==> src/rtl/demux1_4_stream_pkg.sv <==
// Shared constants and state encoding for the 1:4 stream demultiplexer.
package demux_pkg;
  localparam int N_OUT = 4;
  localparam int SEL_W = 2;

  typedef enum logic {
    IDLE   = 1'b0,
    LOCKED = 1'b1
  } demux_state_t;
endpackage

==> src/rtl/demux1_4_stream_if.sv <==
// Input stream plus the four output channels of the demultiplexer.
interface demux1_4_stream_if #(parameter int WIDTH = 8);
  import demux_pkg::*;

  logic                   in_valid;
  logic                   in_ready;
  logic [WIDTH-1:0]       in_data;
  logic [SEL_W-1:0]       in_sel;
  logic                   in_last;
  logic [N_OUT-1:0]       out_valid;
  logic [N_OUT-1:0]       out_ready;
  logic [N_OUT*WIDTH-1:0] out_data;
  logic [N_OUT-1:0]       out_last;
  logic                   busy;
  logic [SEL_W-1:0]       lock_sel;

  modport master (
    output in_valid, in_data, in_sel, in_last, out_ready,
    input  in_ready, out_valid, out_data, out_last, busy, lock_sel
  );

  modport slave (
    input  in_valid, in_data, in_sel, in_last, out_ready,
    output in_ready, out_valid, out_data, out_last, busy, lock_sel
  );
endinterface

==> src/rtl/demux1_4_stream_out_slot.sv <==
// One-entry output register slice; a load in the same cycle as a drain replaces the beat without a bubble.
module out_slot #(
  parameter int WIDTH = 8
) (
  input  logic             clk,
  input  logic             rst,
  input  logic             load,
  input  logic [WIDTH-1:0] d,
  input  logic             d_last,
  input  logic             ready,
  output logic             valid,
  output logic [WIDTH-1:0] q,
  output logic             q_last
);
  logic             valid_q, valid_d;
  logic [WIDTH-1:0] data_q, data_d;
  logic             last_q, last_d;

  always_comb begin
    valid_d = valid_q;
    data_d  = data_q;
    last_d  = last_q;
    if (load) begin
      valid_d = 1'b1;
      data_d  = d;
      last_d  = d_last;
    end else if (valid_q && ready) begin
      valid_d = 1'b0;
    end
  end

  always_ff @(posedge clk or posedge rst) begin
    if (rst) begin
      valid_q <= 1'b0;
      data_q  <= '0;
      last_q  <= 1'b0;
    end else begin
      valid_q <= valid_d;
      data_q  <= data_d;
      last_q  <= last_d;
    end
  end

  assign valid  = valid_q;
  assign q      = data_q;
  assign q_last = last_q;
endmodule

==> src/rtl/demux1_4_stream.sv <==
// 1:4 stream demultiplexer; the channel is latched on a packet's first beat and held until its last beat.
module demux1_4_stream
  import demux_pkg::*;
#(
  parameter int WIDTH = 8
) (
  input logic              clk,
  input logic              rst,
  demux1_4_stream_if.slave bus
);
  demux_state_t                 state_q, state_d;
  logic [SEL_W-1:0]             lock_sel_q, lock_sel_d;
  logic                         busy_q;
  logic [SEL_W-1:0]             target;
  logic                         in_ready;
  logic                         accept;
  logic [N_OUT-1:0]             load;
  logic [N_OUT-1:0]             slot_vld;
  logic [N_OUT-1:0]             slot_last;
  logic [N_OUT-1:0][WIDTH-1:0]  slot_q;

  // Ready looks only at the target slot, so a stalled sibling never blocks the input.
  always_comb begin
    target     = (state_q == LOCKED) ? lock_sel_q : bus.in_sel;
    in_ready   = !slot_vld[target] || bus.out_ready[target];
    accept     = bus.in_valid && in_ready;
    load       = '0;
    state_d    = state_q;
    lock_sel_d = lock_sel_q;
    if (accept) begin
      load[target] = 1'b1;
      case (state_q)
        IDLE: begin
          if (!bus.in_last) begin
            state_d    = LOCKED;
            lock_sel_d = bus.in_sel;
          end
        end
        LOCKED: begin
          if (bus.in_last) state_d = IDLE;
        end
        default: state_d = IDLE;
      endcase
    end
  end

  always_ff @(posedge clk or posedge rst) begin
    if (rst) begin
      state_q    <= IDLE;
      lock_sel_q <= '0;
      busy_q     <= 1'b0;
    end else begin
      state_q    <= state_d;
      lock_sel_q <= lock_sel_d;
      busy_q     <= (state_d == LOCKED);
    end
  end

  for (genvar k = 0; k < N_OUT; k++) begin : g_slot
    out_slot #(.WIDTH(WIDTH)) u_slot (
      .clk    (clk),
      .rst    (rst),
      .load   (load[k]),
      .d      (bus.in_data),
      .d_last (bus.in_last),
      .ready  (bus.out_ready[k]),
      .valid  (slot_vld[k]),
      .q      (slot_q[k]),
      .q_last (slot_last[k])
    );
  end

  assign bus.in_ready  = in_ready;
  assign bus.out_valid = slot_vld;
  assign bus.out_data  = slot_q;
  assign bus.out_last  = slot_last;
  assign bus.busy      = busy_q;
  assign bus.lock_sel  = lock_sel_q;
endmodule

==> src/flat_wrapper.sv <==
// flat-port wrapper written by rule: the top's interface ports become plain ports
module demux1_4_stream_flat import demux_pkg::*;
#(
  parameter int WIDTH = 8
)
  (clk, rst, bus_in_valid, bus_in_data, bus_in_sel, bus_in_last, bus_out_ready, bus_in_ready, bus_out_valid, bus_out_data, bus_out_last, bus_busy, bus_lock_sel);
  demux1_4_stream_if #(.WIDTH(WIDTH)) bus_i ();
  input logic clk;
  input logic rst;
  input wire logic [$bits(bus_i.in_valid)-1:0] bus_in_valid;
  input wire logic [$bits(bus_i.in_data)-1:0] bus_in_data;
  input wire logic [$bits(bus_i.in_sel)-1:0] bus_in_sel;
  input wire logic [$bits(bus_i.in_last)-1:0] bus_in_last;
  input wire logic [$bits(bus_i.out_ready)-1:0] bus_out_ready;
  output wire logic [$bits(bus_i.in_ready)-1:0] bus_in_ready;
  output wire logic [$bits(bus_i.out_valid)-1:0] bus_out_valid;
  output wire logic [$bits(bus_i.out_data)-1:0] bus_out_data;
  output wire logic [$bits(bus_i.out_last)-1:0] bus_out_last;
  output wire logic [$bits(bus_i.busy)-1:0] bus_busy;
  output wire logic [$bits(bus_i.lock_sel)-1:0] bus_lock_sel;
  assign bus_i.in_valid = bus_in_valid;
  assign bus_i.in_data = bus_in_data;
  assign bus_i.in_sel = bus_in_sel;
  assign bus_i.in_last = bus_in_last;
  assign bus_i.out_ready = bus_out_ready;
  assign bus_in_ready = bus_i.in_ready;
  assign bus_out_valid = bus_i.out_valid;
  assign bus_out_data = bus_i.out_data;
  assign bus_out_last = bus_i.out_last;
  assign bus_busy = bus_i.busy;
  assign bus_lock_sel = bus_i.lock_sel;
  demux1_4_stream #(.WIDTH(WIDTH)) u_core (.clk(clk), .rst(rst), .bus(bus_i));
endmodule
==> config.mk <==
export PLATFORM = sky130hd
export DESIGN_NAME = demux1_4_stream_flat
export DESIGN_NICKNAME = d
export VERILOG_FILES = /design/src/rtl/demux1_4_stream_pkg.sv /design/src/rtl/demux1_4_stream_if.sv /design/src/rtl/demux1_4_stream_out_slot.sv /design/src/rtl/demux1_4_stream.sv /design/src/flat_wrapper.sv
export SDC_FILE = /design/constraint.sdc
export NUM_CORES = 1
export LEC_CHECK = 0
export BUFFER_PORTS_ARGS = -buffer_cell sky130_fd_sc_hd__buf_2
export CAP_MARGIN = 20
export CORE_MARGIN = 10
export CORE_UTILIZATION = 35
export CTS_CLUSTER_SIZE = 30
export DETAILED_ROUTE_END_ITERATION = 6
export SETUP_SLACK_MARGIN = 0.2
export SYNTH_ARGS = -nofsm -noshare
export SYNTH_HDL_FRONTEND = slang
export SYNTH_SLANG_ARGS = --single-unit
==> constraint.sdc <==
create_clock -name clk -period 1.7 [get_ports clk]
set_input_delay 0.17 -clock clk [delete_from_list [all_inputs] [get_ports clk]]
set_output_delay 0.17 -clock clk [all_outputs]
set_load 0.05 [all_outputs]
==> summary.txt, run 1 <==
Status
  • Status: finished with violations
  • Failing checks: negative setup slack

Placement
  • GPL Wtd Cong: 0.8072
  • Placed inst area: 2243 um^2
  • PortBufs: 61
  • HPWL Detailed: 3399 um
  • Pre-CTS setup slack: -0.2165 ns

STA
  • Final hold violations: 0
  • Worst Skew: 0.002632 ns
  • Fin. max-slew vios: 0
  • Final setup fails: 33
  • Fin crit share: 106.7%
  • Worst slew pin tran: 0.4635 ns
  • RSZ-0062 raised after global routing: true
  • Tmin final: 1.814 ns
  • Slew HR: 69.02%
  • Worst setup margin: -0.1144 ns
  • Max Clk Rate: 551.2 MHz

Routing
  • Drt total wl: 4896 um
  • Iteration-0 DRC Markers: 39
  • DRT Pass-1 Iters: 4
  • DRC errors left: 0
  • Routed vias/inst: 4.604
  • Vias: 1,243
  • Routed Antenna Nets: 0
  • Wire length per cell: 18.13 um

Worst setup path
  • Crit path kind: flip-flop to output pin
  • Startpoint types: flip-flop
  • CP Capture Type: output pin
  • Worst r2r dst: u_core.g_slot[1].u_slot.q[4]$_DFFE_PP0P_
  • Worst endpoint data arrival time: 1.64 ns
  • Crit Path Max Fanout: 4
  • R2R Path Start: u_core.state_q$_DFFE_PP0P_
  • Worst reg-to-reg setup slack: -0.07 ns
  • FF-to-FF path depth: 4
  • CP required: 1.53 ns

Clock network
  • Max Root-Sink Buffers: 2
  • CTS Sinks: 43
  • Reg clk slew, reported paths: 0.08 ns
  • CTS buffer count: 5
  • Clk Latency, worst-skew pair: 0.28 ns
  • H-tree Lvls: 2
  • CTS tree: yes
  • CTS root buf: clkbuf_8

Synthesis
  • Synthesized flop and latch total: 43
  • Most common cell in the synthesized netlist: dfrtp_1
  • Ys Warns: 0
  • Synth area leaders: dfrtp_1 (59%), mux2_2 (23%), buf_4 (3.3%)
  • Leading area contributor after synthesis: dfrtp_1
  • Top cells by count, synth: dfrtp_1 (43), mux2_2 (37), buf_4 (8), nand2_1 (8), nand2b_1 (4)
  • Yosys top cell area share: 58.98%
  • Synthesized Nets: 140
  • Seq/Total Area, Yosys: 58.98%
  • Mapped Area: 1824 um^2
  • Primary FF master, synth: dfrtp_1
  • Post-synth EDFFs: 0
  • Mapped Cells: 122
  • Async set-reset flop share out of synthesis: 100.0%
  • Avg Cell Area, Syn: 14.95 um^2
  • Yosys cell types: 19

Hold path
  • Worst hold stages: 2
  • Worst Hold Class: input port to flip-flop
  • Hold-critical path endpoint: u_core.g_slot[2].u_slot.q[4]$_DFFE_PP0P_
  • Hold path startpoint: bus_in_data[4]

Cells and area
  • Nets: 218
  • N_diodes: 0
  • Area grow syn2layout: 39.78%
  • Final instance area: 2550 um^2
  • Fin util: 50.25%
  • Fraction of layout instances using a drive strength above 1: 68.50%

Die
  • Chip width: 92.20 um
  • Initial Utilization: 35.95%
  • Die area: 8500 um^2
  • Ports: 62
  • Row count: 26
  • Die height: 92.20 um
  • Core Region: 5075 um^2

Global route
  • Vias in the first global route: 1,394
  • GRT Total Usage: 11.35%
  • Total grt overflow: 0
  • Global-route wire length before repair: 7665 um
  • Largest net degree at the start of global routing: 44
  • Antenna violations before repair: 0

Job
  • Maxcap violations: 0
==> cell usage in the layout (no fill, tap or decap), drive strengths merged <==
cell         Yosys  final
o21ai            1      1
a21bo            1      1
mux2i            6      6
nand2b           4      4
dfrtp           43     43
nand4b           2      2
inv              3      2
nand4            2      3
o21bai           1      1
buf             10     79
clkinv           0      2
clkbuf           0      6
mux2            38     38
o22ai            2      2
nand2            8      8
dlygate4sd3      0      1
nor3b            1      1
==> cells by family (layout without fill, tap and decap cells) <==
group                  after synthesis  after routing  share of synthesized area [%]
AO/OA/AOI/OAI                        5              5                          1.920
flip-flops                          43             43                          58.98
buffers and inverters               13             90                          4.801
AND/OR/NAND/NOR                     17             18                          6.447
multiplexers                        44             44                          27.85
==> worst max-delay path, cell delays in order, from the launching register on <==
cell	delay (ns)
dfrtp_2	0.43
mux2i_4	0.27
buf_6	0.14
mux2i_4	0.26
mux2i_4	0.10
buf_6	0.16
==> metrics by stage <==
| step | setup TNS, ns | std cells | hold WS [ns] |
|---|---|---|---|
| 2_1_floorplan | -4.410 | 122 | 0.2590 |
| 3_3_place_gp | -1.402 | 247 | 0.2153 |
| 3_5_place_dp | -2.872 | 247 | 0.2249 |
| 4_1_cts | -0.6688 | 266 | 0.1443 |
| 5_1_grt | -2.809 | 270 | 0.1427 |
| 6_report | -1.102 | 270 | 0.1564 |
==> area by class of cell <==
cell class	count	area (um^2)
Inverter	3	11.26
Timing Repair Buffer	80	520.5
Multi-Input combinational cell	67	765.7
Tap cell	70	87.58
Fill cell	440	2525
Clock buffer	6	82.58
Clock inverter	1	5.005
Sequential cell	43	1077
==> state kept, by name, indices dropped and copies added, names as in the netlist <==
signal and flops:
u_core.g_slot.u_slot.valid 4, u_core.g_slot.u_slot.q_last 4, u_core.g_slot.u_slot.q 32, u_core.state_q 1
u_core.bus.lock_sel 2
==> worst max path at each step <==
stage | startpoint | endpoint | slack, ns | cells past startpoint
2_1_floorplan | u_core.state_q$_DFFE_PP0P_ | u_core.bus.lock_sel[1]$_DFFE_PP0P_ | -0.21 | 5
3_3_place_gp | u_core.state_q$_DFFE_PP0P_ | u_core.g_slot[1].u_slot.q[6]$_DFFE_PP0P_ | -0.14 | 3
3_5_place_dp | u_core.state_q$_DFFE_PP0P_ | u_core.g_slot[1].u_slot.q[4]$_DFFE_PP0P_ | -0.22 | 3
4_1_cts | u_core.state_q$_DFFE_PP0P_ | bus_in_ready | -0.09 | 5
5_1_grt | u_core.state_q$_DFFE_PP0P_ | bus_in_ready | -0.18 | 5
6_report | u_core.state_q$_DFFE_PP0P_ | bus_in_ready | -0.11 | 5
==> what timing repair did <==
action	CTS	global route
buffers inserted	10	4
endpoints found under the hold margin	43	0
cloned	1	0
hold buffers	1	0
pin swaps	2	1
endpoints found under the setup margin	42	44
gates resized for setup	15	3
==> per-layer routing <==
layer | GRT usage (%) | vias to the layer above | wire length [um]
met3 | 6.194 | 0 | 466
met1 | 13.03 | 618 | 2010
met5 | 0 | - | 0
met4 | 2.057 | 0 | 0
li1 | - | 578 | -
met2 | 18.41 | 47 | 2419
Power of run 1 is left out: the tool's default activity adds up to more than one toggle a clock period on the data nets, which glitch-free logic cannot reach.
==> run 2, diff against run 1 <==
==> constraint.sdc (replaced) <==
create_clock -name clk -period 1.7 [get_ports clk]
set_input_delay 0.17 -clock clk [delete_from_list [all_inputs] [get_ports clk]]
set_output_delay 0.17 -clock clk [all_outputs]
set_load 0.02 [all_outputs]
==> run 2 against run 1 <==
  * The flow still finishes with violations (negative setup slack)
  * Largest cell class unchanged
  * Non-clock buffer count unchanged
  * Critical path type unchanged
  * First-iteration DRC count increased by 28%
  * Sequential cell count stayed put
  * Global-route usage grew 0.077 points
==> summary.txt, run 2 (synthesized netlist as in run 1, its figures left out) <==
Status
  • Status: finished with violations
  • Failing checks: negative setup slack

Routing
  • Vias: 1,275
  • Routed Antenna Nets: 0
  • DRC errors left: 0
  • Iteration-0 DRC Markers: 50
  • Wire length per cell: 17.17 um
  • DRT Pass-1 Iters: 4
  • Routed vias/inst: 4.705
  • Drt total wl: 4653 um

Global route
  • Total grt overflow: 0
  • GRT Total Usage: 11.42%
  • Vias in the first global route: 1,521
  • Largest net degree at the start of global routing: 21
  • Global-route wire length before repair: 7741 um
  • Antenna violations before repair: 0

Worst setup path
  • Startpoint types: flip-flop
  • Crit path kind: flip-flop to output pin
  • CP Capture Type: output pin
  • Crit Path Max Fanout: 3
  • Worst endpoint data arrival time: 1.68 ns
  • CP required: 1.53 ns

Cells and area
  • Most frequent cells in the layout: buf_2 (60), dfrtp_1 (42), mux2_2 (30), buf_4 (16), nand2_1 (8)
  • Fraction of layout instances using a drive strength above 1: 68.16%
  • N_diodes: 0
  • Area grow syn2layout: 36.90%
  • Max reg flops: 32
  • Most common cell after layout, fill and taps aside: buf_2
  • Nets: 218

STA
  • Slew HR: 73.84%
  • Fin. max-slew vios: 0
  • Fin crit share: 108.8%
  • Worst Skew: 0.003675 ns
  • Final hold violations: 0
  • Tmin final: 1.849 ns
  • Worst slew pin tran: 0.3848 ns
  • Max Clk Rate: 540.7 MHz
  • Final setup fails: 13
  • Worst setup margin: -0.1494 ns
  • RSZ-0062 raised after global routing: true
  • TNS Setup: -0.3774 ns

Job
  • Maxcap violations: 0

Power
  • Worst vdd ir: 1162 uV
  • Tot Pwr: 0.005129 W
  • Power Dens Cells: 2054 nW/um^2
  • Static Leakage: 1.236 nW

Placement
  • PortBufs: 61
  • GPL Wtd Cong: 0.8347
  • HPWL Detailed: 3358 um

Die
  • Core Region: 5075 um^2
  • Row count: 26
  • Chip width: 92.20 um
  • Initial Utilization: 35.95%
  • Die area: 8500 um^2
  • Die height: 92.20 um
  • Ports: 62

Clock network
  • CTS root buf: clkbuf_8
  • Clk Latency, worst-skew pair: 0.29 ns
  • CTS tree: yes
  • Reg clk slew, reported paths: 0.08 ns
  • H-tree Lvls: 2
  • CTS buffer count: 5
  • CTS Sinks: 43
  • Max Root-Sink Buffers: 2

Hold path
  • Worst Hold Class: input port to flip-flop
[run 2: cell count changes in the layout (fill, tap and decap cells not counted), moves of 3 or more]
cell / delta
mux2_2: -4
buf_4: +8
mux2_4: +4
mux2i_2: +3
buf_6: -6
mux2i_4: -4
[run 2: routing by layer]
metal / up-vias / track usage (%) / wire length [um]
met5: - / 0 / 0
met3: 10 / 6.031 / 453
met2: 51 / 18.29 / 2162
li1: 585 / - / -
met1: 629 / 12.86 / 1950
met4: 0 / 3.599 / 87
[run 2: critical path: stages (launching register included)]
cell and delay [ns]:
dfrtp_2 0.40, mux2i_4 0.29, mux2i_2 0.30, buf_4 0.16
mux2i_1 0.07, buf_4 0.17
[run 2: final cells by class]
class	instances	area, um^2
Clock buffer	6	82.58
Clock inverter	2	16.27
Fill cell	487	2577
Inverter	3	11.26
Multi-Input combinational cell	67	749.5
Sequential cell	43	1077
Tap cell	70	87.58
Timing Repair Buffer	80	473.0
[run 2: worst paths after layout]
| path | from | to | slack (ns) | cells after the start |
|---|---|---|---|---|
| min in group asynchronous | rst | u_core.g_slot[3].u_slot.q[0]$_DFFE_PP0P_ | 0.31 | 3 |
| min reg2reg | u_core.g_slot[2].u_slot.q[7]$_DFFE_PP0P_ | u_core.g_slot[2].u_slot.q[7]$_DFFE_PP0P_ | 0.50 | 1 |
| min | bus_in_data[2] | u_core.g_slot[1].u_slot.q[2]$_DFFE_PP0P_ | 0.14 | 2 |
| max | u_core.state_q$_DFFE_PP0P_ | bus_in_ready | -0.15 | 5 |
| max in group asynchronous | rst | u_core.g_slot[2].u_slot.q[1]$_DFFE_PP0P_ | 0.89 | 4 |
| max reg2reg | u_core.state_q$_DFFE_PP0P_ | u_core.state_q$_DFFE_PP0P_ | -0.13 | 8 |
[run 2: report_power, final]
part	switching (W)	internal [W]	leakage, nW
clock network	0.000350	0.000331	0.0474
logic	0.00143	0.00122	0.677
registers	0.000271	0.00153	0.512
[run 2: timing repair]
action | CTS | global route
setup buffers | 10 | 2
pin swaps | 3 | 1
hold buffers | 1 | 0
setup endpoints to repair | 41 | 43
gates resized for setup | 15 | 3
endpoints found under the hold margin | 6 | 0
cloned | 1 | 0
[run 2: through the flow]
stage | setup slack (ns) | hold WS, ns | util, % | cell area [um^2] | std cells
2_1_floorplan | 0.003106 | 0.2590 | - | 1826 | 122
3_3_place_gp | -0.04697 | 0.07053 | 43.34 | 2200 | 249
3_5_place_dp | -0.09046 | 0.08262 | 43.34 | 2200 | 249
4_1_cts | -0.1210 | 0.1365 | 48.67 | 2470 | 269
5_1_grt | -0.2472 | 0.1386 | 49.21 | 2497 | 271
6_report | -0.1494 | 0.1449 | 49.21 | 2497 | 271
Power figures use the tool's default switching activity.
